### src/rtl/cdc_pkg.sv
// Shared constants and state encoding for the command-frame parser.
// Frame layout: SOF, CMD, LEN, LEN payload bytes, CHK.
package cdc_pkg;

    localparam int         BYTE_W = 8;
    localparam logic [7:0] SOF    = 8'hA5;

    typedef enum logic [2:0] {
        ST_IDLE,
        ST_CMD,
        ST_LEN,
        ST_PAYLOAD,
        ST_CHK
    } state_e;

endpackage

### src/rtl/cdc_byte_timer.sv
// Inter-byte watchdog for the frame parser.
// Compiled only when CDC_PARSER_TIMEOUT_EN is defined.
`ifdef CDC_PARSER_TIMEOUT_EN
module cdc_byte_timer #(
    parameter int unsigned CYCLES = 50000
) (
    input  logic clk,
    input  logic rst_n,
    input  logic clear,
    input  logic enable,
    output logic expire
);

    localparam int CW = $clog2(CYCLES + 1);

    logic [CW-1:0] cnt_q;
    logic [CW-1:0] cnt_d;

    always_comb begin
        cnt_d = cnt_q;
        if (clear || !enable) begin
            cnt_d = '0;
        end else if (cnt_q != CW'(CYCLES)) begin
            cnt_d = cnt_q + 1'b1;
        end
    end

    // Fires on the cycle whose closing edge would be the CYCLES-th without a pop.
    assign expire = enable && !clear && (cnt_q == CW'(CYCLES - 1));

    always_ff @(posedge clk or negedge rst_n) begin
        if (!rst_n) begin
            cnt_q <= '0;
        end else begin
            cnt_q <= cnt_d;
        end
    end

endmodule
`endif

### src/rtl/cdc_cmd_parser.sv
// Byte-stream frame parser fed by a fall-through FIFO.
// Optional inter-byte timeout enabled by defining CDC_PARSER_TIMEOUT_EN.
module cdc_cmd_parser
    import cdc_pkg::*;
#(
    parameter int unsigned MAX_LEN        = 64,
    parameter int unsigned TIMEOUT_CYCLES = 50000
) (
    input  logic              clk,
    input  logic              rst_n,
    input  logic [BYTE_W-1:0] fifo_rdata,
    input  logic              fifo_rempty,
    output logic              fifo_rinc,
    output logic              hdr_valid,
    output logic [BYTE_W-1:0] hdr_cmd,
    output logic [BYTE_W-1:0] hdr_len,
    output logic              pl_valid,
    output logic [BYTE_W-1:0] pl_data,
    input  logic              pl_ready,
    output logic              frm_done,
    output logic              frm_ok,
    output logic [BYTE_W-1:0] err_cnt
);

    localparam logic [BYTE_W-1:0] MAX_LEN_B = BYTE_W'(MAX_LEN);

    state_e            state_q, state_d;
    logic              run_q;
    logic [BYTE_W-1:0] cmd_q, cmd_d;
    logic [BYTE_W-1:0] chk_q, chk_d;
    logic [BYTE_W-1:0] cnt_q, cnt_d;
    logic [BYTE_W-1:0] hdr_cmd_q, hdr_cmd_d;
    logic [BYTE_W-1:0] hdr_len_q, hdr_len_d;
    logic              hdr_valid_q, hdr_valid_d;
    logic              frm_done_q, frm_done_d;
    logic              frm_ok_q, frm_ok_d;
    logic [BYTE_W-1:0] err_cnt_q, err_cnt_d;
    logic              err_inc;
    logic              pop;
    logic              tmo_expire;

`ifdef CDC_PARSER_TIMEOUT_EN
    cdc_byte_timer #(
        .CYCLES (TIMEOUT_CYCLES)
    ) u_timer (
        .clk    (clk),
        .rst_n  (rst_n),
        .clear  (pop),
        .enable (run_q && (state_q != ST_IDLE)),
        .expire (tmo_expire)
    );
`else
    logic unused_timeout_cfg;
    assign unused_timeout_cfg = ^TIMEOUT_CYCLES;
    assign tmo_expire         = 1'b0;
`endif

    always_comb begin
        state_d     = state_q;
        cmd_d       = cmd_q;
        chk_d       = chk_q;
        cnt_d       = cnt_q;
        hdr_cmd_d   = hdr_cmd_q;
        hdr_len_d   = hdr_len_q;
        hdr_valid_d = 1'b0;
        frm_done_d  = 1'b0;
        frm_ok_d    = 1'b0;
        err_inc     = 1'b0;
        pop         = 1'b0;
        pl_valid    = 1'b0;
        pl_data     = '0;

        // run_q keeps the FIFO untouched while reset is (or was just) asserted.
        if (run_q) begin
            case (state_q)
                ST_IDLE: begin
                    pop = !fifo_rempty;
                    if (pop && (fifo_rdata == SOF)) begin
                        state_d = ST_CMD;
                    end
                end
                ST_CMD: begin
                    pop = !fifo_rempty;
                    if (pop) begin
                        cmd_d   = fifo_rdata;
                        chk_d   = fifo_rdata;
                        state_d = ST_LEN;
                    end
                end
                ST_LEN: begin
                    pop = !fifo_rempty;
                    if (pop) begin
                        if (fifo_rdata > MAX_LEN_B) begin
                            state_d    = ST_IDLE;
                            frm_done_d = 1'b1;
                            err_inc    = 1'b1;
                        end else begin
                            hdr_cmd_d   = cmd_q;
                            hdr_len_d   = fifo_rdata;
                            hdr_valid_d = 1'b1;
                            chk_d       = chk_q ^ fifo_rdata;
                            cnt_d       = fifo_rdata;
                            state_d     = (fifo_rdata == '0) ? ST_CHK : ST_PAYLOAD;
                        end
                    end
                end
                ST_PAYLOAD: begin
                    pl_valid = !fifo_rempty;
                    pl_data  = pl_valid ? fifo_rdata : '0;
                    pop      = pl_valid && pl_ready;
                    if (pop) begin
                        chk_d = chk_q ^ fifo_rdata;
                        cnt_d = cnt_q - 1'b1;
                        if (cnt_q == 8'd1) begin
                            state_d = ST_CHK;
                        end
                    end
                end
                ST_CHK: begin
                    pop = !fifo_rempty;
                    if (pop) begin
                        frm_done_d = 1'b1;
                        frm_ok_d   = (fifo_rdata == chk_q);
                        err_inc    = (fifo_rdata != chk_q);
                        state_d    = ST_IDLE;
                    end
                end
                default: state_d = ST_IDLE;
            endcase

            if (tmo_expire) begin
                state_d    = ST_IDLE;
                frm_done_d = 1'b1;
                frm_ok_d   = 1'b0;
                err_inc    = 1'b1;
            end
        end

        err_cnt_d = (err_inc && (err_cnt_q != 8'hFF)) ? err_cnt_q + 1'b1 : err_cnt_q;
    end

    always_ff @(posedge clk or negedge rst_n) begin
        if (!rst_n) begin
            state_q     <= ST_IDLE;
            run_q       <= 1'b0;
            cmd_q       <= '0;
            chk_q       <= '0;
            cnt_q       <= '0;
            hdr_cmd_q   <= '0;
            hdr_len_q   <= '0;
            hdr_valid_q <= 1'b0;
            frm_done_q  <= 1'b0;
            frm_ok_q    <= 1'b0;
            err_cnt_q   <= '0;
        end else begin
            state_q     <= state_d;
            run_q       <= 1'b1;
            cmd_q       <= cmd_d;
            chk_q       <= chk_d;
            cnt_q       <= cnt_d;
            hdr_cmd_q   <= hdr_cmd_d;
            hdr_len_q   <= hdr_len_d;
            hdr_valid_q <= hdr_valid_d;
            frm_done_q  <= frm_done_d;
            frm_ok_q    <= frm_ok_d;
            err_cnt_q   <= err_cnt_d;
        end
    end

    assign fifo_rinc = pop;
    assign hdr_valid = hdr_valid_q;
    assign hdr_cmd   = hdr_cmd_q;
    assign hdr_len   = hdr_len_q;
    assign frm_done  = frm_done_q;
    assign frm_ok    = frm_ok_q;
    assign err_cnt   = err_cnt_q;

endmodule

### config.mk
export PLATFORM = sky130hd
export DESIGN_NAME = cdc_cmd_parser
export DESIGN_NICKNAME = d
export VERILOG_FILES = /design/src/rtl/cdc_pkg.sv /design/src/rtl/cdc_byte_timer.sv /design/src/rtl/cdc_cmd_parser.sv
export SDC_FILE = /design/constraint.sdc
export NUM_CORES = 1
export LEC_CHECK = 0
export BUFFER_PORTS_ARGS = -buffer_cell sky130_fd_sc_hd__buf_4
export CAP_MARGIN = 15
export CORE_ASPECT_RATIO = 1.1
export CORE_UTILIZATION = 55
export DETAILED_ROUTE_END_ITERATION = 8
export PLACE_DENSITY = 0.75
export RECOVER_POWER = 50
export SLEW_MARGIN = 20
export SYNTH_ARGS = -nofsm -noshare
export SYNTH_HDL_FRONTEND = slang
export SYNTH_SLANG_ARGS = --single-unit
### constraint.sdc
create_clock -name clk -period 2.3 [get_ports clk]
set_clock_uncertainty 0.05 [all_clocks]
set_input_delay 0 -clock clk [delete_from_list [all_inputs] [get_ports clk]]
set_output_delay 0 -clock clk [all_outputs]
set_load 0.05 [all_outputs]
==> summary.md, run 1 <==
| Metric | Value |
|---|---|
| Status | `finished, final reports clean` |
| Netlist Area Pre-Place | `a little under 3000 sq um` |
| FF-to-FF Start | `cnt_q[1]` |
| Number of synthesized flops with an enable pin | `0` |
| DR WL/cell | `16.0 microns` |
| GRT Resource Usage Total | `24.0%` |
| Worst flop-to-flop path endpoint | `state_q[0]` |
| IO buf count | `48` |
| Clk_lat worst skew | `310 ps` |
| Area Overhead vs Synth | `16.8%` |
| Largest net degree at the start of global routing | `56` |
| Drt pass-1 iters | `4` |
| R2R cell count | `7` |
| Vias in the first global route | `~2200` |
| P_leak | `between 0.0015 and 0.002 uW` |
| Hold path cells | `3` |
| CTS max path bufs | `2` |
| Hold wc startpoint | `fifo_rdata[0]` |
| Horiz. Die Dim | `71.6 microns` |
| Nets | `~340` |
| Num CTS Buffers | `5` |
| Vias | `2234` |
| Final WS setup | `155 ps` |
| CP arrival | `2100 ps` |
| First-pass GRT wire length | `just over 10000 microns` |
| Worst R2R Setup Slack | `170 ps` |
| Final core occ | `67.5%` |
| Postcts setup bufs | `0` |
| Remaining Overflow, GRT | `0` |
| Biggest area consumer among synthesized cells | `dfrtp_1` |
| Die Y | `78.5 microns` |
| ANT nets after route | `0` |
| RSZ-0062 raised after global routing | `no` |
| Synth cell types | `54` |
| Total power draw | `3950 uW` |
| Critical path capture point type | `primary output` |
| Largest fanout on the critical path | `12` |
| CTS tree | `built` |
| Drc violations | `0` |
| Final hold violation count | `0` |
| Drt initial violations | `111` |
| Clock sink count | `55` |
| Relative slew margins | `10.7%` |
| CTS clk-pin slew, worst paths | `90 ps` |
| Cell area after layout | `roughly 3400 sq um` |
| Mapped Cells | `274` |
| Register bit total from synthesis | `55` |
| Slew @ Worst Pin | `1340 ps` |
| Mapped Avg Cell Area | `10.7 sq um` |
| Final critical-path share of the clock period | `93.3%` |
| Pre-CTS WS | `198 ps` |
| Routed WL | `6160 microns` |
| Post-DP HPWL | `4330 microns` |
| Most common cell in the netlist | `dfrtp_1` |
| TNS Setup | `0 ps` |
| CP required | `2250 ps` |
| Slew Viols, Final | `0` |
| Final GP Congestion | `0.822` |
| Root Buffer | `clkbuf_8` |
| Final Setup Violations | `0` |
| Post-synth top flop | `dfrtp_1` |
| Fmax | `466 MHz` |
| Ys async rst share | `100%` |
| Ant. Diodes | `0` |
| Max-Cap Viols | `0` |
| Die Area | `5620 sq um` |
| Htree depth | `2` |
| # IOs | `49` |
| YS warnings | `0` |
| CP Launch Type | `register` |
| Most frequent cells after synthesis | `55 x dfrtp_1, 22 x nand2_1, 19 x a21oi_1, 18 x mux2_2, 14 x xor2_1` |
| Hold Path Class | `input port to register` |
| Ranking of synthesized cells by area | `dfrtp_1 47%, mux2_2 6.9%, xor2_1 4.2%` |
| Worst vdd ir | `about 0.73 mV` |
| Initial antenna violation count | `0` |
| Area post-placement | `3320 sq um` |
| Synth Net Count | `289` |
| Layout cells sized above 1 | `22.9%` |
| CP startpoint | `state_q[1]` |
| PwrDens | `1160 nW/um^2` |
| Starting density of the core | `57.8%` |
| Core ar. | `roughly 5100 sq um` |
| Critical Path Sink | `pl_data[4]` |
| Register area share after synthesis | `between 40% and 50%` |
| Top cell type's share of synthesized area | `47.0%` |
| Minimum clock period | `roughly 2100 ps` |
| Row cnt | `27` |
| Vias/cell | `5.79` |
| Critical path class | `register to primary output` |
==> layer usage <==
layer  wire [microns]  vias to the layer above  track usage (%)  part of all wire [%]
met5                0                        -                0                     0
met4               96                        0             7.84                   1.6
met3              291                        7             3.98                   4.7
met2             3090                       58             42.6                    50
met1             2690                     1079             29.6                    44
li1                 -                     1090                -                     -
==> repair_timing <==
item | in CTS | in global routing
hold endpoints to repair | 71 | 0
setup endpoints to repair | 0 | 7
hold buffers | 8 | 0
gates resized for setup | 0 | 1
==> flip-flops by register name (all words and copies together), names as in the netlist <==
signal / flops
err_cnt: 8
chk_q: 8
hdr_cmd: 8
state_q: 3
cnt_q: 8
frm_done: 1
cmd_q: 8
hdr_valid: 1
run_q: 1
hdr_len: 8
frm_ok: 1
==> cell usage in the layout, fill, tap and decap left out, types with 3 or more instances in the layout <==
master         instances
nand2_1               22
mux2i_1               11
ha_1                   3
xor2_1                14
a2111oi_0              3
mux2_1                 5
mux2_2                18
clkbuf_1              19
o2bb2ai_1              3
dfrtp_1               55
nor3_1                 5
a21oi_1               19
a211oi_1               4
o21ai_0                9
buf_4                 37
clkbuf_8               5
and2_1                 7
nor4_1                 4
a21o_1                 3
dlygate4sd3_1          8
nand3_1               10
nor2_1                12
nor2b_1                3
inv_1                  9
==> critical path, cell delays in order, from the launching register on <==
cell,delay (ps)
dfrtp_1,490
nor2b_1,300
nand2_1,310
nor2_2,320
and2_1,180
buf_4,200
==> power breakdown <==
group	internal [uW]	switching [uW]	total, uW
combinational	628	1150	1780
clock	219	315	534
sequential	1330	316	1640
total	2170	1780	3950
==> cells by family (layout without fill, tap and decap cells) <==
kind of cell | count (synthesis) | after routing | share of synthesized area (%)
xor+xnor | 15 | 15 | 4.49
compound gates | 61 | 61 | 15.2
buf+inv | 27 | 81 | 4.62
simple gates | 77 | 77 | 14.3
mux | 34 | 34 | 12.6
flops | 55 | 55 | 47.0
fa+ha+maj | 4 | 4 | 1.62
other cells | 1 | 1 | 0.128
==> layout make-up <==
class,count,area [sq um]
repair buffers,64,430
clock inverters,2,16.3
flip-flops and latches,55,1380
inverters,9,33.8
clock buffers,6,72.6
fillers,427,1650
well taps,58,72.6
multi-input cells,192,1420
==> through the flow <==
stage / hold WS [ps] / cells
after detailed placement: 42.6 / 370
final: 5.35 / 386
after global placement: 42.6 / 370
after CTS: 0.661 / 386
after global routing: 18.4 / 386
after floorplan: -346 / 274
==> how the worst min path moves through the flow <==
stage	end	slack [ps]
floorplan	chk_q[0]	-350
global placement	hdr_len[7]	40
detailed placement	hdr_cmd[1]	40
CTS	cnt_q[0]	0.7
global route	cmd_q[0]	20
finish	cnt_q[0]	5
Power figures use the tool's default switching activity.
==> run 2, diff against run 1 <==
Settings changed: CORE_MARGIN set to 4, CORE_UTILIZATION 55 to 30, MAX_ROUTING_LAYER set to met4, PLACE_DENSITY 0.75 to 0.45.
==> run 2 against run 1 <==
The flow now finishes with violations (hold timing). Fmax grew 1.4%. Via count shrank 0.13%. Power grew 4.5%. Clock power up 30%. First-iteration DRC count fell by 18%.
==> summary.md, run 2 (synthesized netlist as in run 1, its figures left out) <==
| Metric | Value |
|---|---|
| Status | `finished, violations left` |
| Violated checks | `hold timing` |
| Htree depth | `2 (unchanged)` |
| PwrDens | `1170 nW/um^2 (+0.91%)` |
| Vias/cell | `5.01 (-13%)` |
| Largest net degree at the start of global routing | `56 (unchanged)` |
| Worst flop-to-flop path endpoint | `state_q[1]` |
| Core ar. | `9440 sq um (+86%)` |
| CP Launch Type | `register` |
| Horiz. Die Dim | `102 microns (+43%)` |
| Starting density of the core | `31.0% (-27 points)` |
| Hold path endpoint | `hdr_len[1]` |
| TNS Setup | `0 ps (unchanged)` |
| Slew @ Worst Pin | `1410 ps (+66.3 ps)` |
| Layout cells sized above 1 | `23.2% (+0.30 points)` |
| Nets | `342 (unchanged)` |
| Root Buffer | `clkbuf_8` |
| Drc violations | `0 (unchanged)` |
| Worst vdd ir | `0.502 mV (-32%)` |
| Post-DP HPWL | `4880 microns (+13%)` |
| Pre-CTS WS | `140 ps (-58.4 ps)` |
| IO buf count | `48 (unchanged)` |
| CTS tree | `built` |
| R2R cell count | `7 (unchanged)` |
| Non-Filler Instances | `445 (+15%)` |
| Postcts setup bufs | `0 (unchanged)` |
| Final Setup Violations | `0 (unchanged)` |
| Num CTS Buffers | `5 (unchanged)` |
| First-pass GRT wire length | `11900 microns (+15%)` |
| Hold path cells | `2 (-1)` |
| CTS max path bufs | `2 (unchanged)` |
| Critical path capture point type | `register` |
| Final hold violation count | `1 (+1)` |
| Relative slew margins | `6.32% (-4.4 points)` |
| CP arrival | `2280 ps (+180 ps)` |
| Final WS setup | `185 ps (+30.5 ps)` |
| Remaining Overflow, GRT | `0 (unchanged)` |
| Vias | `2231 (-0.13%)` |
| Most frequent cells in the layout | `55 x dfrtp_1, 37 x buf_4, 22 x nand2_1, 19 x a21oi_1` |
| ANT nets after route | `0 (unchanged)` |
| Area Overhead vs Synth | `20.9%` |
| Placed insts | `430 (+16%)` |
| Fmax | `473 MHz (+1.4%)` |
| Max-Cap Viols | `0 (unchanged)` |
| Worst hold slack | `-0.472 ps (-5.82 ps)` |
| CTS clk-pin slew, worst paths | `110 ps (+20 ps)` |
| Final critical-path share of the clock period | `91.9% (-1.3 points)` |
| Worst R2R Setup Slack | `190 ps (+20 ps)` |
| Ant. Diodes | `0 (unchanged)` |
| Leading cell type in the layout, fill and taps excluded | `dfrtp_1` |
| Row cnt | `37 (+37%)` |
| Slew Viols, Final | `0 (unchanged)` |
| Largest fanout on the critical path | `3 (-9)` |
| Drt initial violations | `91 (-18%)` |
| RSZ-0062 raised after global routing | `no` |
| Minimum clock period | `2110 ps (-30.5 ps)` |
| Critical path class | `register to register` |
| Drt pass-1 iters | `4 (unchanged)` |
| Die Y | `112 microns (+42%)` |
| P_leak | `0.00158 uW (+1.5%)` |
| Hold Path Class | `input port to register` |
| CP required | `2460 ps (+210 ps)` |
| # IOs | `49 (unchanged)` |
| Routed WL | `7000 microns (+13%)` |
| Total power draw | `4130 uW (+4.5%)` |
| Die Area | `11400 sq um (+100%)` |
| DR WL/cell | `15.7 microns (-1.5%)` |
| FF-to-FF Start | `cnt_q[1]` |
| Clk_lat worst skew | `320 ps (about the same)` |
| Initial antenna violation count | `0 (unchanged)` |
| Final GP Congestion | `0.768 (-6.7%)` |
| Clock sink count | `55 (unchanged)` |
| Vias in the first global route | `2325 (+7.7%)` |
| Hold wc startpoint | `fifo_rdata[1]` |
| GRT Resource Usage Total | `13.4% (-11 points)` |
run 2: changes by cell type in the layout (fill, tap and decap cells not counted), sizes merged:
cell,previous run,this run
bufinv,0,1
clkinvlp,1,0
inv,10,11
buf,37,38
clkbuf,25,24
dlygate4sd3,8,7
run 2: metrics by stage:
| stage | util [%] | hold WS (ps) | cell area (sq um) |
|---|---|---|---|
| CTS | 38.1 | 2.17 | 3600 |
| global placement | 36.1 | 71.3 | 3410 |
| global route | 37.5 | 12.1 | 3540 |
| finish | 37.5 | -0.472 | 3540 |
| floorplan | - | -346 | 2930 |
| detailed placement | 36.1 | 67.2 | 3410 |
run 2: worst max-delay path by stage:
stage,startpoint,to,slack [ps],cells past startpoint
2_1_floorplan,state_q[0],pl_data[0],70,4
3_3_place_gp,cnt_q[1],state_q[0],210,7
3_5_place_dp,cnt_q[1],state_q[0],140,7
4_1_cts,cnt_q[1],state_q[0],110,7
5_1_grt,cnt_q[1],state_q[0],40,7
6_report,cnt_q[1],state_q[1],190,7
run 2: final cells by class:
class / instances / area (sq um)
Inverter: 9 / 33.8
Clock buffer: 5 / 68.8
Sequential cell: 55 / 1380
Multi-Input combinational cell: 192 / 1420
Clock inverter: 3 / 50.0
Tap cell: 117 / 146
Fill cell: 994 / 5900
Timing Repair Buffer: 64 / 440
run 2: worst max-delay path, cell delays in order (launching register included):
cell     delay, ps
dfrtp_1        410
inv_1          110
ha_1           140
or4b_2         630
o31ai_4        230
nand3_1        100
and3_1         190
o22a_1         170
run 2: routing by layer:
layer	vias up	track usage [%]	part of all wire (%)
li1	1084	-	-
met4	0	3.15	1.1
met5	-	-	0
met3	6	1.94	3.5
met2	47	20.9	47
met1	1094	18.3	48
run 2: power by group:
part | switching (uW) | leakage (uW) | internal, uW
registers | 305 | 0.000712 | 1320
clock network | 358 | 0.0000607 | 337
logic | 1170 | 0.000804 | 638
run 2: what timing repair did:
item,in CTS,in global routing
gates resized for setup,0,2
hold buffers,7,0
setup endpoints to repair,0,2
endpoints found under the hold margin,69,0
